==> src/rtl/lsu_pkg.sv <==
// Shared definitions for the load/store unit: RV32I load/store funct3
// encodings, FSM state type, and small decode helpers.
package lsu_pkg;

  localparam logic [2:0] F3_B  = 3'b000;
  localparam logic [2:0] F3_H  = 3'b001;
  localparam logic [2:0] F3_W  = 3'b010;
  localparam logic [2:0] F3_BU = 3'b100;
  localparam logic [2:0] F3_HU = 3'b101;

  typedef enum logic [2:0] {
    S_IDLE,
    S_RD0,
    S_RD1,
    S_WR0,
    S_WR1,
    S_RESP
  } lsu_state_t;

  // Access size in bytes (1, 2 or 4) from funct3[1:0].
  function automatic logic [2:0] size_of(input logic [2:0] f3);
    case (f3[1:0])
      2'b00:   return 3'd1;
      2'b01:   return 3'd2;
      default: return 3'd4;
    endcase
  endfunction

  // Stores only have signed-width encodings; loads add the unsigned ones.
  function automatic logic is_legal(input logic we, input logic [2:0] f3);
    if (we) return (f3 == F3_B) || (f3 == F3_H) || (f3 == F3_W);
    else    return (f3 == F3_B) || (f3 == F3_H) || (f3 == F3_W) ||
                   (f3 == F3_BU) || (f3 == F3_HU);
  endfunction

endpackage

==> src/rtl/lsu_align.sv <==
// Combinational byte-lane logic for the load/store unit.
//   off, size, funct3 : decoded access shape
//   wdata             : store data, LSB-aligned
//   w0, w1            : words at a0 and a0+4
//   wr0_word/wr1_word : w0/w1 with the store bytes merged in
//   load_data         : extracted and sign/zero-extended load result
module lsu_align
  import lsu_pkg::*;
(
  input  logic [1:0]  off,
  input  logic [2:0]  size,
  input  logic [2:0]  funct3,
  input  logic [31:0] wdata,
  input  logic [31:0] w0,
  input  logic [31:0] w1,
  output logic [31:0] wr0_word,
  output logic [31:0] wr1_word,
  output logic [31:0] load_data
);

  logic [4:0]  sh;
  logic [31:0] size_mask;
  logic [63:0] lane_mask;
  logic [63:0] data64;
  logic [63:0] merged;
  logic [31:0] shifted;

  // Both words are treated as one 64-bit window so a spanning access is
  // just a shift; bytes past the window top fall off harmlessly.
  always_comb begin
    sh = {off, 3'b000};
    case (size)
      3'd1:    size_mask = 32'h0000_00FF;
      3'd2:    size_mask = 32'h0000_FFFF;
      default: size_mask = '1;
    endcase
    lane_mask = {32'b0, size_mask} << sh;
    data64    = {32'b0, wdata} << sh;
    merged    = ({w1, w0} & ~lane_mask) | (data64 & lane_mask);
    wr0_word  = merged[31:0];
    wr1_word  = merged[63:32];
  end

  always_comb begin
    shifted = 32'({w1, w0} >> sh);
    case (funct3)
      F3_B:    load_data = {{24{shifted[7]}}, shifted[7:0]};
      F3_H:    load_data = {{16{shifted[15]}}, shifted[15:0]};
      F3_W:    load_data = shifted;
      F3_BU:   load_data = {24'b0, shifted[7:0]};
      F3_HU:   load_data = {16'b0, shifted[15:0]};
      default: load_data = '0;
    endcase
  end

endmodule

==> src/rtl/load_store_unit.sv <==
// RV32I load/store unit in front of a word-only data memory.
// Splits byte/half/word accesses at any address into aligned word reads
// and writes (read-modify-write for partial stores).
//   clk, rst            : clock, synchronous active-high reset
//   req_*               : request handshake and payload
//   rsp_valid/rdata/err : one-cycle completion pulse and result
//   mem_*               : data_memory interface (word transfers only)
module load_store_unit
  import lsu_pkg::*;
#(
  parameter int unsigned MEM_BYTES = 4096,
  parameter int unsigned ADDR_W    = 32
) (
  input  logic              clk,
  input  logic              rst,
  input  logic              req_valid,
  output logic              req_ready,
  input  logic              req_we,
  input  logic [2:0]        req_funct3,
  input  logic [ADDR_W-1:0] req_addr,
  input  logic [31:0]       req_wdata,
  output logic              rsp_valid,
  output logic [31:0]       rsp_rdata,
  output logic              rsp_err,
  output logic              mem_MemRead,
  output logic              mem_MemWrite,
  output logic [ADDR_W-1:0] mem_Address,
  output logic [31:0]       mem_WriteData,
  output logic [2:0]        mem_funct3,
  input  logic [31:0]       mem_ReadData
);

  lsu_state_t        state;
  logic              we_q;
  logic [2:0]        f3_q;
  logic [ADDR_W-1:0] addr_q;
  logic [31:0]       wdata_q;
  logic [31:0]       w0_q;
  logic [31:0]       w1_q;

  logic [1:0]        off_q;
  logic [2:0]        size_q;
  logic [ADDR_W-1:0] a0;
  logic [ADDR_W-1:0] a1;
  logic              span;

  logic [2:0]        req_size;
  logic              req_err;
  logic [ADDR_W-1:0] req_a0;

  logic [31:0]       w0_src;
  logic [31:0]       w1_src;
  logic [31:0]       wr0_word;
  logic [31:0]       wr1_word;
  logic [31:0]       load_data;

  assign req_ready  = (state == S_IDLE) && !rst;
  assign mem_funct3 = F3_W;

  assign off_q  = addr_q[1:0];
  assign size_q = size_of(f3_q);
  assign a0     = {addr_q[ADDR_W-1:2], 2'b00};
  assign a1     = a0 + ADDR_W'(4);
  assign span   = ({1'b0, off_q} + size_q) > 3'd4;

  // Range check is one bit wider than the address so it cannot wrap.
  assign req_size = size_of(req_funct3);
  assign req_a0   = {req_addr[ADDR_W-1:2], 2'b00};
  assign req_err  = !is_legal(req_we, req_funct3) ||
                    (({1'b0, req_addr} + (ADDR_W+1)'(req_size)) >
                     (ADDR_W+1)'(MEM_BYTES));

  // Outputs are registered, so the word being captured this edge feeds the
  // merge/extract directly instead of waiting a cycle for w0_q/w1_q.
  assign w0_src = (state == S_RD0) ? mem_ReadData : w0_q;
  assign w1_src = (state == S_RD1) ? mem_ReadData : w1_q;

  lsu_align u_align (
    .off       (off_q),
    .size      (size_q),
    .funct3    (f3_q),
    .wdata     (wdata_q),
    .w0        (w0_src),
    .w1        (w1_src),
    .wr0_word  (wr0_word),
    .wr1_word  (wr1_word),
    .load_data (load_data)
  );

  always_ff @(posedge clk) begin
    if (rst) begin
      state         <= S_IDLE;
      we_q          <= 1'b0;
      f3_q          <= '0;
      addr_q        <= '0;
      wdata_q       <= '0;
      w0_q          <= '0;
      w1_q          <= '0;
      rsp_valid     <= 1'b0;
      rsp_rdata     <= '0;
      rsp_err       <= 1'b0;
      mem_MemRead   <= 1'b0;
      mem_MemWrite  <= 1'b0;
      mem_Address   <= '0;
      mem_WriteData <= '0;
    end else begin
      mem_MemRead  <= 1'b0;
      mem_MemWrite <= 1'b0;
      rsp_valid    <= 1'b0;
      case (state)
        S_IDLE: begin
          if (req_valid) begin
            we_q    <= req_we;
            f3_q    <= req_funct3;
            addr_q  <= req_addr;
            wdata_q <= req_wdata;
            if (req_err) begin
              state     <= S_RESP;
              rsp_valid <= 1'b1;
              rsp_err   <= 1'b1;
              rsp_rdata <= '0;
            end else if (req_we && req_funct3 == F3_W && req_addr[1:0] == 2'b00) begin
              // Full aligned word store: nothing to merge, skip the read.
              state         <= S_WR0;
              mem_MemWrite  <= 1'b1;
              mem_Address   <= req_a0;
              mem_WriteData <= req_wdata;
            end else begin
              state       <= S_RD0;
              mem_MemRead <= 1'b1;
              mem_Address <= req_a0;
            end
          end
        end
        S_RD0: begin
          w0_q <= mem_ReadData;
          if (span) begin
            state       <= S_RD1;
            mem_MemRead <= 1'b1;
            mem_Address <= a1;
          end else if (we_q) begin
            state         <= S_WR0;
            mem_MemWrite  <= 1'b1;
            mem_Address   <= a0;
            mem_WriteData <= wr0_word;
          end else begin
            state     <= S_RESP;
            rsp_valid <= 1'b1;
            rsp_err   <= 1'b0;
            rsp_rdata <= load_data;
          end
        end
        S_RD1: begin
          w1_q <= mem_ReadData;
          if (we_q) begin
            state         <= S_WR0;
            mem_MemWrite  <= 1'b1;
            mem_Address   <= a0;
            mem_WriteData <= wr0_word;
          end else begin
            state     <= S_RESP;
            rsp_valid <= 1'b1;
            rsp_err   <= 1'b0;
            rsp_rdata <= load_data;
          end
        end
        S_WR0: begin
          if (span) begin
            state         <= S_WR1;
            mem_MemWrite  <= 1'b1;
            mem_Address   <= a1;
            mem_WriteData <= wr1_word;
          end else begin
            state     <= S_RESP;
            rsp_valid <= 1'b1;
            rsp_err   <= 1'b0;
            rsp_rdata <= '0;
          end
        end
        S_WR1: begin
          state     <= S_RESP;
          rsp_valid <= 1'b1;
          rsp_err   <= 1'b0;
          rsp_rdata <= '0;
        end
        S_RESP: begin
          state     <= S_IDLE;
          rsp_err   <= 1'b0;
          rsp_rdata <= '0;
        end
        default: state <= S_IDLE;
      endcase
    end
  end

endmodule

==> config.mk <==
export PLATFORM = sky130hd
export DESIGN_NAME = load_store_unit
export DESIGN_NICKNAME = d
export VERILOG_FILES = /design/src/rtl/lsu_pkg.sv /design/src/rtl/lsu_align.sv /design/src/rtl/load_store_unit.sv
export SDC_FILE = /design/constraint.sdc
export NUM_CORES = 1
export LEC_CHECK = 0
export ABC_AREA = 1
export BUFFER_PORTS_ARGS = -buffer_cell sky130_fd_sc_hd__buf_2
export CAP_MARGIN = 20
export CORE_AREA = 8 8 230 232
export CTS_CLUSTER_DIAMETER = 60
export DETAILED_ROUTE_END_ITERATION = 8
export DIE_AREA = 0 0 238 240
export GPL_ROUTABILITY_DRIVEN = 1
export SLEW_MARGIN = 20
export SYNTH_ARGS = -nofsm -noshare
export SYNTH_HDL_FRONTEND = slang
export SYNTH_SLANG_ARGS = --single-unit
export TNS_END_PERCENT = 100
==> constraint.sdc <==
create_clock -name clk -period 3.73 [get_ports clk]
set_input_delay 0 -clock clk [delete_from_list [all_inputs] [get_ports clk]]
set_output_delay 0 -clock clk [all_outputs]
set_load 0.005 [all_outputs]
Word level (Yosys, flattened, before mapping)
Index checks and enable logic that the tools add are counted.
{ "word_totals": {"elab_cells": 129, "output_inout_bits": 104, "regBits": 235, "input_bits": 103} }
{ "op_classes": {"shift": 3, "order_cmp": 2, "add_sub_neg": 3, "bitwise": 4, "n_reduce_logical": 23, "n_mux": 56, "eq_ne": 24} }
{ "ops": {"columns": ["op", "count"], "rows": [
  ["$mux 32", 18],
  ["$pmux 32 s5", 2],
  ["$pmux 32 s4", 2],
  ["$and 64x64->64", 2],
  ["$shl 32x5->64", 2],
  ["$not 64->64", 1],
  ["$or 64x64->64", 1],
  ["$pmux 32 s2", 1],
  ["$shr 64x5->32", 1],
  ["$add 32x3->33", 1],
  ["$gt 33x13->1 const B", 1],
  ["$add 32x3->32 const B", 1],
  ["$mux 1", 21],
  ["$eq 3x3->1 const B", 6],
  ["$eq 3x2->1 const B", 5],
  ["$pmux 3 s5", 1],
  ["$eq 3x1->1 const B", 4],
  ["$mux 3", 4],
  ["$ne 2x2->1 const B", 6],
  ["$pmux 3 s2", 2],
  ["$pmux 1 s5", 2],
  ["$logic_not 3->1", 3],
  ["$logic_not 2->1", 3],
  ["$reduce_and 6->1", 1],
  ["16 further kinds", 24]
]} }

Longest topological paths before layout
{ "depth": {"ltp_word": 11, "depth_mapped": 22, "mapped_depth_nobuf": 21} }

Hierarchy
A second synthesis with hierarchy kept.
{ "unflattened": {"cells_unflattened": 2632, "area_unflattened_um2": 15746.4} }
{ "modules_own_cells": {"columns": ["module", "area_per_inst_um2", "cells_per_inst", "seq_area_each_um2", "n_inst"], "rows": [
  ["load_store_unit", 12957.4, 2029, 4704.5, 1],
  ["lsu_align", 2788.9, 603, 0.0, 1]
]} }

Least setup slack after synthesis
No wires, ideal clock.
{ "synth_path": {"path_type": "flip-flop to flip-flop", "startpoint": "reg addr_q[1]", "endpoint": "reg mem_Address[26]", "path_buffers": 4, "stages_incl_launch_ff": 16, "arrival_ns": 2.943, "required_time_ns": 3.666, "setup_ns": 0.064, "path_slack_ns": 0.723, "cell_sequence": "dfxtp_1 > clkbuf_1 > inv_1 > clkbuf_1 > clkbuf_1 > fa_1 > nand2_1 > nand3_1 > nor2_1 > nor2_1 > inv_1 > clkbuf_1 > o21ai_0 > o221ai_1 > nor2_1 > nor2_1"} }
{ "synth_between": {"elab_chain_cells": 4, "elab_cells_between_ends": 6, "cone_classes": "1 x add/sub; 1 x order compare; 1 x eq/ne; 2 x mux; 1 x reduce/logical"} }
{ "synth_lines": {"columns": ["item", "line", "text"], "rows": [
  ["from (decl)", "load_store_unit.sv:36", "logic [ADDR_W-1:0] addr_q;"],
  ["from (signal assigned)", "load_store_unit.sv:115", "addr_q <= req_addr;"],
  ["$add 2x3->3 *", "load_store_unit.sv:64", "assign span = ({1'b0, off_q} + size_q) > 3'd4;"],
  ["$gt 3x3->1 *", "load_store_unit.sv:64", null],
  ["$mux 32 or $ne 2x2->1 (tied branches)", null, null],
  ["$pmux 32 s4 or $reduce_and 4->1 (tied branches)", null, null],
  ["to (signal assigned)", "load_store_unit.sv:126", "mem_Address <= req_a0;"],
  ["to (signal assigned)", "load_store_unit.sv:131", "mem_Address <= req_a0;"],
  ["to (decl)", "load_store_unit.sv:27", "output logic [ADDR_W-1:0] mem_Address,"]
]} }
Mark *: on every way between the ends. The rest lies on a longest branch, timed or not.
A chain may end at the register's enable or synchronous reset.

Worst setup path after layout
{ "layout_path": {"startpoint": "in req_funct3[1]", "endpoint": "reg mem_Address[13]"} }
{ "layout_between": {"elab_chain_cells": 10, "elab_cells_between_ends": 19, "cone_classes": "1 x add/sub; 1 x order compare; 6 x eq/ne; 2 x mux; 9 x reduce/logical"} }
{ "layout_lines": {"columns": ["item", "line", "text"], "rows": [
  ["from (decl)", "load_store_unit.sv:19", "input logic [2:0] req_funct3,"],
  ["branches (longest 7 deep; another with $add 32x3->33)", null, null],
  ["$logic_or 1x1->1 *", "load_store_unit.sv:69", "assign req_err = !is_legal(req_we, req_funct3) ||"],
  ["$ne 2x2->1 (no line) *", null, null],
  ["$reduce_and 4->1 (no line) *", null, null]
]} }
Every way passes the cells marked *.

==> results by group <==
Cells and area
  • Final nets: between 2000 and 3000
  • Layout cell share with drive strength beyond 1: 0.141
  • Commonest cells after routing, fill and taps aside: 538 x nand2_1, 360 x nor2_1, 290 x inv_1, 234 x dfxtp_1, 217 x o21ai_0
  • Most common cell after layout, fill and taps aside: nand2_1
  • Syn-to-layout area delta: 25.8%
  • Fin util: 0.370

Critical path
  • R2R Path Start: state[2]
  • Crit path DAT: 3630 ps
  • RR Endpoint: rsp_rdata[14]
  • CP Data Required Time: 4200 ps
  • Most common cell on crit path: nand2_1
  • Slowest-stage cell, CP: dlygate4sd3_1
  • Largest incremental delay on the critical path: 540 ps
  • Worst path bufs/invs: 2
  • Reg2Reg Depth: 15
  • Worst Setup Start Kind: input pin
  • R2R Setup Slk: 650 ps
  • Worst Setup End Kind: register
  • Max FO, Critical Path: 23
  • CP delay by family, top: simple AND/OR/NAND/NOR gates
  • Cell chain of the critical path: dlygate4sd3_1 > buf_2 > nor2_1 > ha_1 > fa_1 > nand3_1 > nand2_2 > nand2_2 > nor2_4 > nand2_1 > nand2_1 > nand2_1 > nand2_1 > nor2_1 > nand2_1 > nor2_4 > nand3_4 > nand2_4 > nand2_1 > o21ai_1 > nor2_1
  • CP Class: in2reg

STA
  • Pins Over Slew Limit: 0
  • RSZ-0062 raised after global routing: no
  • Final Cycle Share: 0.846
  • Worst Slack Setup Final: roughly 570 ps
  • Setup TNS: 0 ps
  • Worst hold slack: 19.6 ps
  • Max_slew headroom: 0.415
  • Worst-margin pin slew: between 800 and 900 ps
  • Endpoints failing setup: 0
  • Final Skew: ~18 ps
  • Hold Fails Final Rpt: 0
  • FMAX: 0.317 GHz
  • Minimum clock period: 3160 ps

Power and ir drop
  • Sequential power share: 0.272
  • Clock share of power: 0.220
  • Switch share: 0.468
  • P_sw: ~0.0065 W
  • Power Dens Cells: 756 nW/um^2
  • Lkg Pwr: between 8 and 9 nW
  • Comb pwr share: 0.508
  • Max IR drop VDD: ~0.00043 V
  • Int Pwr: 0.00736 W

Global routing
  • Largest net degree at the start of global routing: 86
  • Remaining Overflow, GRT: 0
  • Vias in the first global route: approximately 16000
  • Initial antenna violation count: 2
  • GRT Util Overall: 0.205
  • First-pass GRT wire length: 91.8 mm

Floorplan
  • Die area: 57100 sq um
  • Starting Density: 0.294
  • Top-Level Pins: between 200 and 250
  • Rows: 82
  • Die Y: 240 microns
  • Die W: 238 microns
  • Core Region: 49500 sq um

Synth
  • Cell count after synthesis: 2342
  • Sequential area share after synthesis: 0.324
  • EDFF count, synth: 0
  • Synth warn: 0
  • Post-synthesis async set-or-reset flop share: 0
  • Mapped Area: 14500 sq um
  • Mean Syn Cell Area: 6.21 sq um
  • Synth cell types: 55
  • Synth Flop Type: dfxtp_1
  • Synth Register Bits: between 200 and 250

Detailed routing
  • Wirelength per Cell: 18.4 microns
  • DR DRC count: 0
  • Routed vias/inst: 4.94
  • Antenna-violating nets left: 0
  • Vias post-DR: 16312
  • DRT iter0 DRCs: 1549
  • First drt pass iteration count: 6
  • Routed wire length: roughly 61 mm

Placed design
  • Routability Congestion: 0.993
  • Pre-CTS worst setup slack: approximately 570 ps
  • Post-DP HPWL: 46.5 mm
  • Number of port buffers: just over 200

CTS
  • Root Driver: clkbuf_16
  • Buffer count from post-CTS setup fixing: 0
  • H-Tree Depth: 1
  • Clock slew at reported path FFs: roughly 60 ps
  • Hold_buf cts: ~100
  • CTS Buffer Depth: 3
  • Clk_lat worst skew: between 500 and 600 ps
  • Post-cts gate resize count: 0
  • Sinks on Clock Net: between 200 and 250
  • Num CTS Buffers: 31
  • CTS tree: done

Hold path
  • Hold Path Depth: 4
  • Hold path endpoint: rsp_rdata[10]
  • Hold_sp: rst
  • Hold Path Class: in2reg

Run
  • Max Cap Viol: 0

Status
  • Status: completed
==> worst min-delay path, cell delays in order <==
cell,delay (ps)
buf_2,110
inv_4,210
nand2_1,170
nor2_1,30
==> stage by stage <==
stage | area (sq um) | std cells | total power [W]
global placement | 16200 | 3140 | 0.0107
floorplan | 14500 | 2343 | 0.00822
detailed placement | 16200 | 3140 | 0.0107
CTS | 18300 | 3298 | 0.0138
finish | 18300 | 3300 | 0.0138
global route | 18300 | 3298 | 0.0149
==> routing by layer <==
| metal | share of wire | GRT usage | vias to the layer above |
|---|---|---|---|
| li1 | - | - | 8095 |
| met4 | 0.046 | 0.0860 | 4 |
| met2 | 0.48 | 0.357 | 652 |
| met1 | 0.40 | 0.248 | 7419 |
| met3 | 0.070 | 0.0350 | 142 |
| met5 | 0.00061 | 0 | - |
==> cells by family after synthesis <==
group / share of synthesized area
AO/OA/AOI/OAI: 0.186
buffers and inverters: 0.118
multiplexers: 0.0179
other: 0.000517
adder cells (fa/ha/maj): 0.00878
flip-flops: 0.324
XOR/XNOR: 0.0121
AND/OR/NAND/NOR: 0.333
==> how the worst max path moves through the flow <==
stage	start	endpoint	slack, ps	cells after the start
after detailed placement	req_funct3[1]	mem_Address[13]	570	20
final	req_funct3[1]	mem_Address[13]	570	21
after CTS	req_funct3[1]	mem_Address[13]	580	21
after global routing	req_funct3[1]	mem_Address[27]	210	22
after global placement	req_funct3[1]	mem_Address[13]	620	20
after floorplan	addr_q[1]	mem_Address[26]	720	15
==> area by class of cell <==
| class | instances | area (sq um) |
|---|---|---|
| multi-input cells | 1677 | 8140 |
| clock inverters | 14 | 153 |
| diodes | 2 | 5.00 |
| fillers | 5455 | 31200 |
| flip-flops and latches | 235 | 4710 |
| clock buffers | 43 | 881 |
| inverters | 300 | 1130 |
| repair buffers | 357 | 2440 |
| well taps | 672 | 841 |
==> state kept, by name, summed over array words and instances (netlist names) <==
| register | cells |
|---|---|
| mem_MemWrite | 1 |
| mem_Address | 32 |
| w1_q | 32 |
| rsp_rdata | 32 |
| wdata_q | 32 |
| rsp_valid | 1 |
| state | 3 |
| mem_MemRead | 1 |
| addr_q | 32 |
| w0_q | 32 |
| we_q | 1 |
| rsp_err | 1 |
| mem_WriteData | 32 |
| f3_q | 3 |
==> power groups by stage <==
stage / logic (W) / registers, W / clock network [W]
final: 0.00702 / 0.00376 / 0.00304
after global routing: 0.00783 / 0.00386 / 0.00319
after CTS: 0.00700 / 0.00375 / 0.00309
after detailed placement: 0.00687 / 0.00380 / 0
after global placement: 0.00688 / 0.00380 / 0
after floorplan: 0.00449 / 0.00373 / 0
==> Yosys cell counts, drive strengths merged, types with 3 or more instances <==
cell / number / share of area
o32ai: 4 / 0.0024
nand3: 134 / 0.048
o2111ai: 16 / 0.0096
inv: 298 / 0.077
mux2i: 26 / 0.018
a221oi: 11 / 0.0066
nand4: 46 / 0.022
or2: 19 / 0.0082
buf: 47 / 0.019
xor2: 19 / 0.011
nor3: 18 / 0.0062
o211ai: 33 / 0.017
clkbuf: 84 / 0.022
o221ai: 3 / 0.0018
a31oi: 3 / 0.0013
o21a: 16 / 0.0083
dfxtp: 235 / 0.32
nand2: 546 / 0.14
a21oi: 124 / 0.043
o21ai: 221 / 0.076
o22ai: 26 / 0.011
nor2: 375 / 0.10
a22oi: 5 / 0.0026
ha: 7 / 0.0060
a211oi: 5 / 0.0029
Power figures use the tool's default switching activity.
